## src/rtl/mresc_wrapper_sobel3x3_x_8b_g2_pkg.sv

```systemverilog
// Shared widths, run length, LFSR polynomial and default seeds for the
// stochastic vertical-Sobel magnitude block.
package mresc_wrapper_sobel3x3_x_8b_g2_pkg;

   localparam int unsigned W       = 8;
   localparam int unsigned RUN_LEN = 256;
   localparam int unsigned CNT_W   = 8;
   localparam int unsigned ONES_W  = 9;

   // x^8 + x^6 + x^5 + x^4 + 1, feedback taken from bits 7,5,4,3 of a left shifter
   localparam logic [W-1:0] LFSR_TAPS  = 8'hB8;
   localparam logic [W-1:0] SEED_R_DEF = 8'h01;
   localparam logic [W-1:0] SEED_S_DEF = 8'hA5;

   typedef enum logic [1:0] {
      SEL_C1  = 2'b00,
      SEL_C2A = 2'b01,
      SEL_C2B = 2'b10,
      SEL_C3  = 2'b11
   } sel_e;

   typedef struct packed {
      logic [W-1:0] left;
      logic [W-1:0] centre;
      logic [W-1:0] right;
   } row_t;

   function automatic logic [W-1:0] lfsr_next(input logic [W-1:0] q);
      return {q[W-2:0], ^(q & LFSR_TAPS)};
   endfunction

endpackage

```

## src/rtl/mresc_wrapper_sobel3x3_x_8b_g2_sc_lfsr8.sv

```systemverilog
// Seedable 8-bit Fibonacci LFSR with synchronous reload and step enable.
module sc_lfsr8
   import mresc_wrapper_sobel3x3_x_8b_g2_pkg::*;
#(
   parameter logic [W-1:0] SEED = SEED_R_DEF
) (
   input  logic         clk,
   input  logic         rst_n,
   input  logic         load_i,
   input  logic         en_i,
   output logic [W-1:0] q_o
);

   logic [W-1:0] lfsr_q;
   logic [W-1:0] lfsr_d;

   always_comb begin
      lfsr_d = lfsr_q;
      if (load_i) begin
         lfsr_d = SEED;
      end else if (en_i) begin
         lfsr_d = lfsr_next(lfsr_q);
      end
   end

   always_ff @(posedge clk or negedge rst_n) begin
      if (!rst_n) begin
         lfsr_q <= SEED;
      end else begin
         lfsr_q <= lfsr_d;
      end
   end

   assign q_o = lfsr_q;

endmodule

```

## src/rtl/mresc_wrapper_sobel3x3_x_8b_g2.sv

```systemverilog
// Stochastic-computing vertical Sobel magnitude: correlated unipolar streams,
// XOR subtraction, 256-cycle ones count saturated to 8 bits.
module mresc_wrapper_sobel3x3_x_8b_g2
   import mresc_wrapper_sobel3x3_x_8b_g2_pkg::*;
#(
   parameter logic [W-1:0] SEED_R = SEED_R_DEF,
   parameter logic [W-1:0] SEED_S = SEED_S_DEF
) (
   input  logic         clk,
   input  logic         reset,
   input  logic [W-1:0] x_1_bin,
   input  logic [W-1:0] x_2_bin,
   input  logic [W-1:0] x_3_bin,
   input  logic [W-1:0] x_4_bin,
   input  logic [W-1:0] x_5_bin,
   input  logic [W-1:0] x_6_bin,
   input  logic         start,
   output logic         done,
   output logic [W-1:0] z_bin
);

   row_t              above_row_c;
   row_t              below_row_c;
   logic [W-1:0]      r_q;
   logic [W-1:0]      s_q;
   logic [CNT_W-1:0]  cnt_q,  cnt_d;
   logic [ONES_W-1:0] ones_q, ones_d;
   logic [W-1:0]      z_q,    z_d;
   logic              done_q, done_d;
   logic              run_c;
   sel_e              sel_c;
   logic [W-1:0]      above_px_c;
   logic [W-1:0]      below_px_c;
   logic              bit_c;
   logic [ONES_W-1:0] ones_sum_c;

   assign above_row_c = '{left: x_1_bin, centre: x_2_bin, right: x_3_bin};
   assign below_row_c = '{left: x_4_bin, centre: x_5_bin, right: x_6_bin};
   assign run_c       = !start && !done_q;

   sc_lfsr8 #(.SEED(SEED_R)) u_lfsr_r (
      .clk    (clk),
      .rst_n  (reset),
      .load_i (start),
      .en_i   (run_c),
      .q_o    (r_q)
   );

   sc_lfsr8 #(.SEED(SEED_S)) u_lfsr_s (
      .clk    (clk),
      .rst_n  (reset),
      .load_i (start),
      .en_i   (run_c),
      .q_o    (s_q)
   );

   // 1:2:1 column pick shared by both rows so the two streams stay correlated
   always_comb begin
      sel_c = sel_e'(s_q[1:0]);
      case (sel_c)
         SEL_C1: begin
            above_px_c = above_row_c.left;
            below_px_c = below_row_c.left;
         end
         SEL_C2A, SEL_C2B: begin
            above_px_c = above_row_c.centre;
            below_px_c = below_row_c.centre;
         end
         default: begin
            above_px_c = above_row_c.right;
            below_px_c = below_row_c.right;
         end
      endcase
      bit_c = (above_px_c > r_q) ^ (below_px_c > r_q);
   end

   always_comb begin
      cnt_d      = cnt_q;
      ones_d     = ones_q;
      z_d        = z_q;
      done_d     = done_q;
      ones_sum_c = ones_q + ONES_W'(bit_c);
      if (start) begin
         cnt_d  = '0;
         ones_d = '0;
         done_d = 1'b0;
      end else if (!done_q) begin
         cnt_d  = cnt_q + CNT_W'(1);
         ones_d = ones_sum_c;
         if (cnt_q == CNT_W'(RUN_LEN - 1)) begin
            done_d = 1'b1;
            z_d    = (ones_sum_c > ONES_W'(255)) ? W'(255) : ones_sum_c[W-1:0];
         end
      end
   end

   always_ff @(posedge clk or negedge reset) begin
      if (!reset) begin
         cnt_q  <= '0;
         ones_q <= '0;
         z_q    <= '0;
         done_q <= 1'b0;
      end else begin
         cnt_q  <= cnt_d;
         ones_q <= ones_d;
         z_q    <= z_d;
         done_q <= done_d;
      end
   end

   assign done  = done_q;
   assign z_bin = z_q;

endmodule

```

## config.mk

```make
export PLATFORM = sky130hd
export DESIGN_NAME = mresc_wrapper_sobel3x3_x_8b_g2
export DESIGN_NICKNAME = d
export VERILOG_FILES = /design/src/rtl/mresc_wrapper_sobel3x3_x_8b_g2_pkg.sv /design/src/rtl/mresc_wrapper_sobel3x3_x_8b_g2_sc_lfsr8.sv /design/src/rtl/mresc_wrapper_sobel3x3_x_8b_g2.sv
export SDC_FILE = /design/constraint.sdc
export NUM_CORES = 1
export LEC_CHECK = 0
export CORE_MARGIN = 5
export CORE_UTILIZATION = 54
export CTS_CLUSTER_DIAMETER = 40
export DETAILED_ROUTE_END_ITERATION = 7
export GPL_ROUTABILITY_DRIVEN = 0
export GPL_TIMING_DRIVEN = 0
export PLACE_DENSITY = 0.95
export SLEW_MARGIN = 20
export SYNTH_ARGS = -nofsm -noshare
export SYNTH_HDL_FRONTEND = slang
export SYNTH_SLANG_ARGS = --single-unit
```

## constraint.sdc

```tcl
create_clock -name clk -period 7.61 [get_ports clk]
set_input_delay 1.9025 -clock clk [delete_from_list [all_inputs] [get_ports clk]]
set_output_delay 1.9025 -clock clk [all_outputs]
set_load 0.02 [all_outputs]
```

==> impl_metrics.tcl, run 1 <==
set metrics [dict create \
    synth-edff-count 0 \
    share_of_flip_flops_with_an_asynchronous_set_or_reset_after_synthesis_pct 100 \
    tritoncts_num_sinks 42 \
    ys_types 25 \
    fraction_of_final_layout_cells_with_drive_strength_greater_than_1_pct 6.13 \
    leading_cell_types_by_count_after_synthesis "nor2_1 (42), dfrtp_1 (37), nand2_1 (25), ha_1 (21), o21ai_0 (21)" \
    cts_resized 0 \
    timing.rr.start "u_lfsr_s.q_o[0]$_DFFE_PN1P_" \
    detailedRoute.firstPassIterationCount 4 \
    chipHeight_microns 79.6 \
    initial_util_pct 55.4 \
    max_cap_violations 0 \
    synth_top_area_share_pct 35.4 \
    design.die.area_sq_um 6340 \
    power_density_nw_per_um2 181 \
    holdCritStartpoint "u_lfsr_s.q_o[6]$_DFFE_PN0P_" \
    insertion_delay_ns 0.29 \
    worstHoldEndpoint "u_lfsr_s.q_o[7]$_DFFE_PN1P_" \
    die_w_microns 79.6 \
    netlist_top_cells_area "dfrtp_1 (35%), ha_1 (10%), xnor2_1 (6.4%), mux2i_1 (6.1%), nor2_1 (6.0%)" \
    drt_antenna_net_count 0 \
    postSynthNetCount 363 \
    vias 2359 \
    cts.repair_timing.setup_buffer_count 0 \
    crit-reg2reg-capture "z_bin[6]$_DFFE_PN0P_" \
    timing.max_slew.rel_slack_pct 59.7 \
    critPathRequiredTime_ns 7.78 \
    total_length_of_routed_wires_mm 6.68 \
    final-hold-violation-count 0 \
    core_area_sq_um 4720 \
    final-setup-viol-count 0 \
    rrSetupSlack_ns 3.00 \
    status "finished clean" \
    vias_per_cell 5.54 \
    number_of_global_route_vias_before_repair 2472 \
    startpoint_type "primary input" \
    cts_max_path_buffers 2 \
    diodes 0 \
    critPathCaptureType "register" \
    final.min_clock_period_ns 5.00 \
    drt_first_iter_violations 207 \
    cell_taking_the_most_area_after_synthesis "dfrtp_1" \
    root_buffer "clkbuf_8" \
    fin_worst_hold_slack_ns 0.520 \
    netlist_area_before_placement_sq_um 2620 \
    p_leak_uw 0.00137 \
    tightest_slew_ns 0.604 \
    tritoncts "done" \
    synthesis.yosys.warnings 0 \
    n_fill_cell 302 \
    number_of_instances_on_the_worst_hold_path 2 \
    critPathKind "in2reg" \
    drt-wirelength-per-cell_microns 15.7 \
    pin_count_of_the_biggest_net_entering_global_routing 25 \
    synth_flop_cell "dfrtp_1" \
    wire_length_of_the_first_global_routing_pass_mm 11.4 \
    synth.most_common_cell "nor2_1" \
    synthesis.instances 291 \
    clk_transition_reported_paths_ns 0.08 \
    max_freq_mhz 200 \
    drc 0 \
    synth_sequential_area_ratio_pct 40.4 \
    synth-seq-cells 42 \
    worstRegToRegCells 19 \
    finalNetCount 430 \
    cp_data_arrival_time_ns 5.18 \
    num_rows 25 \
    syn_avg_cell_area_sq_um 9.00 \
    max_vdd_drop_mv 0.141 \
    initial_antenna_violation_count 0 \
    grt_util_all_layers_pct 22.6 \
    ctsHtreeMaxLevel 2 \
    hold_buffers 0 \
    fin_setup_tns_ns 0 \
    critical_path.max_fanout 8 \
    syn_to_final_growth_pct 30.2 \
    post_detail_place_hpwl_mm 5.23 \
    cts-buffers-inserted 5 \
    port_buffers 59 \
    rsz_0062_raised_after_global_routing "no" \
    final_max_slew_viol_count 0 \
    gr_overflow_total 0 \
    final.setup_skew_ns 0.0129 \
    top_level_ports 60 \
    hp-class "reg2reg" \
    finalCritPeriodShare_pct 65.7 \
]
==> where the power goes <==
part           internal [uW]  total [uW]  switching [uW]
Clock                   74.9         150            75.3
Sequential               239         252            13.2
Combinational            101         214             114
==> metal layers <==
layer,vias up,share of wire (%),GRT usage (%)
li1,1139,-,-
met1,1115,41,27.2
met2,79,50,37.9
met3,26,5.9,6.21
met4,0,3.1,9.45
met5,-,0,0
==> sequential cells by signal, summed over array words and instances (netlist names) <==
signal and cells:
u_lfsr_r.q_o 8, done 1, u_lfsr_s.q_o 8, cnt_q 8
ones_q 9, z_bin 8
==> placed cells by master, fill, tap and decap left out, types with 2 or more instances in the layout <==
cell type,n
dfstp_2,5
o21ai_0,21
buf_2,4
nand4_1,8
ha_1,21
inv_1,15
a21oi_1,20
dfrtp_1,37
a22oi_1,16
nand2_1,25
mux2i_1,16
nor2_1,42
nand3_1,4
nor3_1,5
clkdlybuf4s50_1,58
clkbuf_8,6
or3_1,2
clkbuf_1,11
xor2_1,7
or2_2,2
o211ai_1,5
nor2b_1,4
xnor2_1,19
==> worst max-delay path: stages <==
cell,delay (ns)
clkdlybuf4s50_1,0.40
a22oi_1,0.18
o21ai_0,0.15
ha_1,0.36
nand4_1,0.16
or2_2,0.32
o21ai_0,0.09
xor2_1,0.20
ha_1,0.22
ha_1,0.23
nand3_1,0.24
nor2_1,0.21
xor2_1,0.11
nor3_4,0.28
a21oi_1,0.13
==> worst max-delay path by stage <==
stage,from,endpoint,slack (ns)
global placement,x_2_bin[7],z_bin[0]$_DFFE_PN0P_,2.44
floorplan,x_2_bin[1],z_bin[0]$_DFFE_PN0P_,3.24
finish,x_2_bin[7],z_bin[6]$_DFFE_PN0P_,2.61
global route,x_2_bin[7],z_bin[7]$_DFFE_PN0P_,2.35
CTS,x_2_bin[7],z_bin[6]$_DFFE_PN0P_,2.61
detailed placement,x_2_bin[7],z_bin[6]$_DFFE_PN0P_,2.27
==> per-stage QoR <==
step                      instance area (sq um)  utilization [%]  cells  power [uW]  setup slack [ns]
after floorplan                            2620                -    291         387              3.24
after global placement                     3290             69.7    417         452              2.44
after detailed placement                   3320             70.2    418         467              2.27
after CTS                                  3410             72.2    426         621              2.61
after global routing                       3410             72.2    426         661              2.35
final                                      3410             72.2    426         617              2.61
==> logic make-up after synthesis <==
family / Yosys count / share of synthesized area (%)
xor+xnor: 26 / 8.70
buf+inv: 29 / 4.30
fa+ha+maj: 21 / 10.0
simple gates: 95 / 16.6
compound gates: 62 / 13.9
flops: 42 / 40.4
mux: 16 / 6.12
==> cell type report <==
class | instances | area (sq um) | area share [%]
buffer | 14 | 56.3 | 1.65
clock buffer | 7 | 86.3 | 2.53
multi-input combinational | 220 | 1450 | 42.5
tap | 67 | 83.8 | 2.46
timing repair buffer | 60 | 613 | 18.0
sequential | 42 | 1060 | 31.0
inverter | 15 | 56.3 | 1.65
clock inverter | 1 | 8.76 | 0.257
No activity file was read; power rests on OpenSTA's default activity.
==> run 2: changes to the inputs <==
--- a/config.mk
+++ b/config.mk
@@ -6,12 +6,12 @@
 export NUM_CORES = 1
 export LEC_CHECK = 0
 export CORE_MARGIN = 5
-export CORE_UTILIZATION = 54
+export CORE_UTILIZATION = 50
 export CTS_CLUSTER_DIAMETER = 40
 export DETAILED_ROUTE_END_ITERATION = 7
 export GPL_ROUTABILITY_DRIVEN = 0
 export GPL_TIMING_DRIVEN = 0
-export PLACE_DENSITY = 0.95
+export PLACE_DENSITY = 0.91
 export SLEW_MARGIN = 20
 export SYNTH_ARGS = -nofsm -noshare
 export SYNTH_HDL_FRONTEND = slang
==> constraint.sdc (replaced) <==
create_clock -name clk -period 5.1 [get_ports clk]
set_input_delay 1.275 -clock clk [delete_from_list [all_inputs] [get_ports clk]]
set_output_delay 1.275 -clock clk [all_outputs]
set_load 0.02 [all_outputs]
==> run 2 against run 1 <==
Against the previous run: die area is 7.0% higher; sequential share of layout area hardly changed; register-to-register slack worse by 2.6 ns; utilization is 5.5 points lower; worst setup slack worse by 2.2 ns; sequential power is 49% higher; non-clock buffer count stayed put; global-route usage is 1.5 points lower; critical path depth is 4 higher; critical path type is now reg2reg.
==> impl_metrics.tcl, run 2 (synthesized netlist as in run 1, its figures left out) <==
set metrics [dict create \
    startpoint_type "register" \
    final_common_cell "clkdlybuf4s50_1" \
    p_leak_uw 0.00136 \
    postLayoutCoreUtil_pct 66.7 \
    gr_overflow_total 0 \
    final-hold-violation-count 0 \
    die_w_microns 82.4 \
    cts_resized 0 \
    initial_util_pct 51.3 \
    initial_antenna_violation_count 0 \
    pin_count_of_the_biggest_net_entering_global_routing 30 \
    ctsHtreeMaxLevel 2 \
    core_area_sq_um 5110 \
    final.min_clock_period_ns 4.71 \
    cp_data_arrival_time_ns 4.88 \
    number_of_global_route_vias_before_repair 2344 \
    dpl.cell_count 421 \
    critPathCaptureType "register" \
    tritoncts_num_sinks 42 \
    drt-wirelength-per-cell_microns 15.9 \
    timing.max_slew.rel_slack_pct 62.4 \
    regMostFlops "ones_q" \
    tritoncts "done" \
    post_detail_place_hpwl_mm 5.16 \
    clk_transition_reported_paths_ns 0.08 \
    critPathKind "reg2reg" \
    vias 2374 \
    max_stage_delay_ns 0.58 \
    final.setup_skew_ns 0.0121 \
    vias_per_cell 5.53 \
    finalNetCount 430 \
    port_buffers 59 \
    max_vdd_drop_mv 0.158 \
    total_length_of_routed_wires_mm 6.81 \
    status "finished clean" \
    max_cap_violations 0 \
    fin_setup_tns_ns 0 \
    rsz_0062_raised_after_global_routing "no" \
    critPathRequiredTime_ns 5.28 \
    final_cell_count_no_fill 429 \
    cpLargestDelayFamily "adder cells" \
    cts_max_path_buffers 2 \
    wire_length_of_the_first_global_routing_pass_mm 10.9 \
    largest_register_ff_count 9 \
    cts-buffers-inserted 5 \
    final-setup-viol-count 0 \
    top_level_ports 60 \
    syn_to_final_growth_pct 30.1 \
    max_freq_mhz 212 \
    grt_util_all_layers_pct 21.1 \
    hp-class "reg2reg" \
    crit_top_cell "ha_1" \
    detailedPlace.worstSlack_ns 0.411 \
    cts.repair_timing.setup_buffer_count 0 \
    detailedRoute.firstPassIterationCount 4 \
    diodes 0 \
    drt_antenna_net_count 0 \
    power_density_nw_per_um2 272 \
    fraction_of_final_layout_cells_with_drive_strength_greater_than_1_pct 6.41 \
    finalCritPeriodShare_pct 92.3 \
    num_rows 26 \
    worstPathBufferInverterCount 3 \
    tightest_slew_ns 0.563 \
    design.die.area_sq_um 6780 \
    hold_buffers 0 \
    final_critical_path_setup_slack_ns 0.393 \
    critical_path.max_fanout 10 \
    insertion_delay_ns 0.31 \
    final_max_slew_viol_count 0 \
    layout.cells.most_common_list "clkdlybuf4s50_1 (58), nor2_1 (42), dfrtp_1 (37), nand2_1 (25)" \
    root_buffer "clkbuf_8" \
    drt_first_iter_violations 138 \
    worstPathCellList "inv_1 -> ha_1 -> clkbuf_1 -> clkbuf_1 -> a22oi_1 -> o21ai_0 -> ha_1 -> nor2b_1 -> o211ai_1 -> a21oi_1 -> o21ai_0 -> xor2_1 -> ha_1 -> ha_1 -> nand3_1 -> nor2_1 -> xor2_1 -> nor3_4 -> a21oi_1" \
    max_stage_delay_cell_worst_path "dfstp_2" \
    drc 0 \
    fin_worst_hold_slack_ns 0.502 \
    chipHeight_microns 82.4 \
]
==> run 2: final timing paths <==
| check | from | to | slack (ns) | cells past startpoint |
|---|---|---|---|---|
| max | u_lfsr_s.q_o[0]$_DFFE_PN1P_ | z_bin[7]$_DFFE_PN0P_ | 0.39 | 19 |
| min | u_lfsr_s.q_o[6]$_DFFE_PN0P_ | u_lfsr_s.q_o[7]$_DFFE_PN1P_ | 0.50 | 2 |
| max reg2reg | u_lfsr_s.q_o[0]$_DFFE_PN1P_ | z_bin[7]$_DFFE_PN0P_ | 0.39 | 19 |
| min reg2reg | u_lfsr_s.q_o[6]$_DFFE_PN0P_ | u_lfsr_s.q_o[7]$_DFFE_PN1P_ | 0.50 | 2 |
| max in group asynchronous | reset | u_lfsr_r.q_o[0]$_DFFE_PN1P_ | 3.72 | 2 |
| min in group asynchronous | reset | cnt_q[4]$_DFFE_PN0P_ | 0.86 | 1 |
==> run 2: power by group <==
group	leakage (uW)	switching, uW	internal, uW
clock network	0.0000472	115	109
logic	0.000766	175	150
registers	0.000548	19.3	357
total	0.00136	309	616
==> run 2: worst register-to-register path: cells and delay by family, from the launching register on <==
| kind | cells | cell delay [ns] |
|---|---|---|
| adder cells (fa/ha/maj) | 4 | 1.02 |
| AO/OA/AOI/OAI | 6 | 1.00 |
| AND/OR/NAND/NOR | 4 | 0.88 |
| buffers and inverters | 3 | 0.72 |
| flip-flops | 1 | 0.58 |
| XOR/XNOR | 2 | 0.37 |
==> run 2: layout make-up <==
class	count	area, sq um
well taps	70	87.6
inverters	15	56.3
flip-flops and latches	42	1060
multi-input cells	220	1450
fillers	378	1700
plain buffers	14	56.3
clock inverters	2	12.5
clock buffers	6	82.6
repair buffers	60	606
==> run 2: per-stage QoR <==
stage,area (sq um),total power [uW]
finish,3410,925
global route,3410,984
CTS,3410,927
detailed placement,3310,699
global placement,3300,674
floorplan,2620,577
==> run 2: layer usage <==
metal	vias up	track usage, %	routed length (microns)
li1	1137	-	-
met1	1153	25.5	2840
met2	71	36.4	3430
met3	13	4.77	436
met4	0	7.81	106
met5	-	0	0
==> run 3: changes to the inputs <==
--- a/config.mk
+++ b/config.mk
@@ -12,7 +12,6 @@
 export GPL_ROUTABILITY_DRIVEN = 0
 export GPL_TIMING_DRIVEN = 0
 export PLACE_DENSITY = 0.91
-export SLEW_MARGIN = 20
 export SYNTH_ARGS = -nofsm -noshare
 export SYNTH_HDL_FRONTEND = slang
 export SYNTH_SLANG_ARGS = --single-unit
==> run 3 against run 2 <==
Against the previous run: wire length decreased by 3.3%; flip-flop and latch count unchanged; die area unchanged; sequential share of layout area increased by 0.18 points; largest power group unchanged; highest routed layer unchanged.
==> impl_metrics.tcl, run 3 (synthesized netlist as in run 1, its figures left out) <==
set metrics [dict create \
    design.die.area_sq_um 6780 \
    final_max_slew_viol_count 0 \
    total_length_of_routed_wires_mm 6.59 \
    postLayoutCoreUtil_pct 66.3 \
    tightest_slew_ns 0.918 \
    power_density_nw_per_um2 271 \
    insertion_delay_ns 0.30 \
    diodes 0 \
    grt_util_all_layers_pct 20.1 \
    postPlaceCellArea_sq_um 3290 \
    top_level_ports 60 \
    cp_data_arrival_time_ns 4.82 \
    initial_antenna_violation_count 0 \
    drt_antenna_net_count 0 \
    post_detail_place_hpwl_mm 4.98 \
    timing.max_slew.rel_slack_pct 38.8 \
    ctsHtreeMaxLevel 2 \
    cts_max_path_buffers 2 \
    hp-class "reg2reg" \
    fraction_of_final_layout_cells_with_drive_strength_greater_than_1_pct 6.15 \
    number_of_global_route_vias_before_repair 2301 \
    tritoncts "done" \
    syn_to_final_growth_pct 29.3 \
    final-hold-violation-count 0 \
    clk_transition_reported_paths_ns 0.08 \
    critPathCaptureType "register" \
    drc 0 \
    pin_count_of_the_biggest_net_entering_global_routing 43 \
    n_fill_cell 378 \
    root_buffer "clkbuf_8" \
    critPathKind "reg2reg" \
    rsz_0062_raised_after_global_routing "no" \
    final-setup-viol-count 0 \
    p_leak_uw 0.00135 \
    hold_buffers 0 \
    fin_worst_hold_slack_ns 0.513 \
    cts.repair_timing.setup_buffer_count 0 \
    final.setup_skew_ns 0.00852 \
    die_w_microns 82.4 \
    final_common_cell "clkdlybuf4s50_1" \
    status "finished clean" \
    layout.cells.most_common_list "clkdlybuf4s50_1 (58), nor2_1 (42), dfrtp_1 (37), nand2_1 (25)" \
    regMostFlops "ones_q" \
    cts_resized 0 \
    tritoncts_num_sinks 42 \
    finalInstanceArea_sq_um 3390 \
    finalNetCount 429 \
    largest_register_ff_count 9 \
    max_vdd_drop_mv 0.142 \
    cts-buffers-inserted 5 \
    max_freq_mhz 215 \
    finalCritPeriodShare_pct 91.1 \
    vias_per_cell 5.45 \
    chipHeight_microns 82.4 \
    initial_util_pct 51.3 \
    num_rows 26 \
    critPathRequiredTime_ns 5.28 \
    port_buffers 59 \
    critical_path.max_fanout 10 \
    drt_first_iter_violations 184 \
    gr_overflow_total 0 \
    max_cap_violations 0 \
    wire_length_of_the_first_global_routing_pass_mm 10.5 \
    totalPowerFinal_uw 919 \
    final.min_clock_period_ns 4.64 \
    startpoint_type "register" \
    drt-wirelength-per-cell_microns 15.4 \
    core_area_sq_um 5110 \
    fin_setup_tns_ns 0 \
    vias 2333 \
    detailedRoute.firstPassIterationCount 4 \
]
-- run 3: cell types whose count changed in the layout (fill, tap and decap cells not counted) --
cell,previous run,this run
buf_12,1,0
-- run 3: final timing paths --
check | start | endpoint | slack (ns) | cells after the start
setup / recovery | u_lfsr_s.q_o[0]$_DFFE_PN1P_ | z_bin[6]$_DFFE_PN0P_ | 0.46 | 19
setup reg to reg | u_lfsr_s.q_o[0]$_DFFE_PN1P_ | z_bin[6]$_DFFE_PN0P_ | 0.46 | 19
hold / removal | u_lfsr_s.q_o[6]$_DFFE_PN0P_ | u_lfsr_s.q_o[7]$_DFFE_PN1P_ | 0.51 | 2
hold reg to reg | u_lfsr_s.q_o[6]$_DFFE_PN0P_ | u_lfsr_s.q_o[7]$_DFFE_PN1P_ | 0.51 | 2
min in group asynchronous | reset | cnt_q[5]$_DFFE_PN0P_ | 1.11 | 1
max in group asynchronous | reset | u_lfsr_r.q_o[7]$_DFFE_PN0P_ | 3.42 | 1
-- run 3: final cells by class --
type                    count  area (sq um)  share of cell area, %
flip-flops and latches     42          1060                   31.2
inverters                  15          56.3                   1.66
clock buffers               6          82.6                   2.44
plain buffers              14          56.3                   1.66
clock inverters             2          12.5                  0.369
well taps                  70          87.6                   2.59
multi-input cells         220          1450                   42.8
repair buffers             59           586                   17.3
-- run 3: where the power goes --
| group | internal (uW) | switching, uW |
|---|---|---|
| logic | 148 | 169 |
| clock network | 109 | 116 |
| registers | 357 | 19.3 |
-- run 3: worst max-delay path, cell delays in order, from the launching register on --
cell      delay (ns)
dfstp_2         0.57
inv_1           0.05
ha_1            0.27
clkbuf_1        0.26
clkbuf_1        0.41
a22oi_1         0.15
o21ai_0         0.26
ha_1            0.29
nor2b_1         0.13
o211ai_1        0.16
a21oi_1         0.08
o21ai_0         0.22
xor2_1          0.23
ha_1            0.23
ha_1            0.21
nand3_1         0.24
nor2_1          0.22
xor2_1          0.13
nor3_4          0.28
a21oi_1         0.13
-- run 3: layer usage --
layer / vias to the layer above / track usage [%] / part of all wire, %
li1: 1138 / - / -
met1: 1125 / 25.4 / 44
met2: 61 / 33.7 / 50
met3: 9 / 4.34 / 5.3
met4: 0 / 7.14 / 1.2
met5: - / 0 / 0
-- run 3: through the flow --
stage | worst slack, ns | std cells
floorplan | 1.32 | 291
global placement | 0.565 | 420
detailed placement | 0.405 | 420
CTS | 0.468 | 428
global route | 0.222 | 428
finish | 0.456 | 428
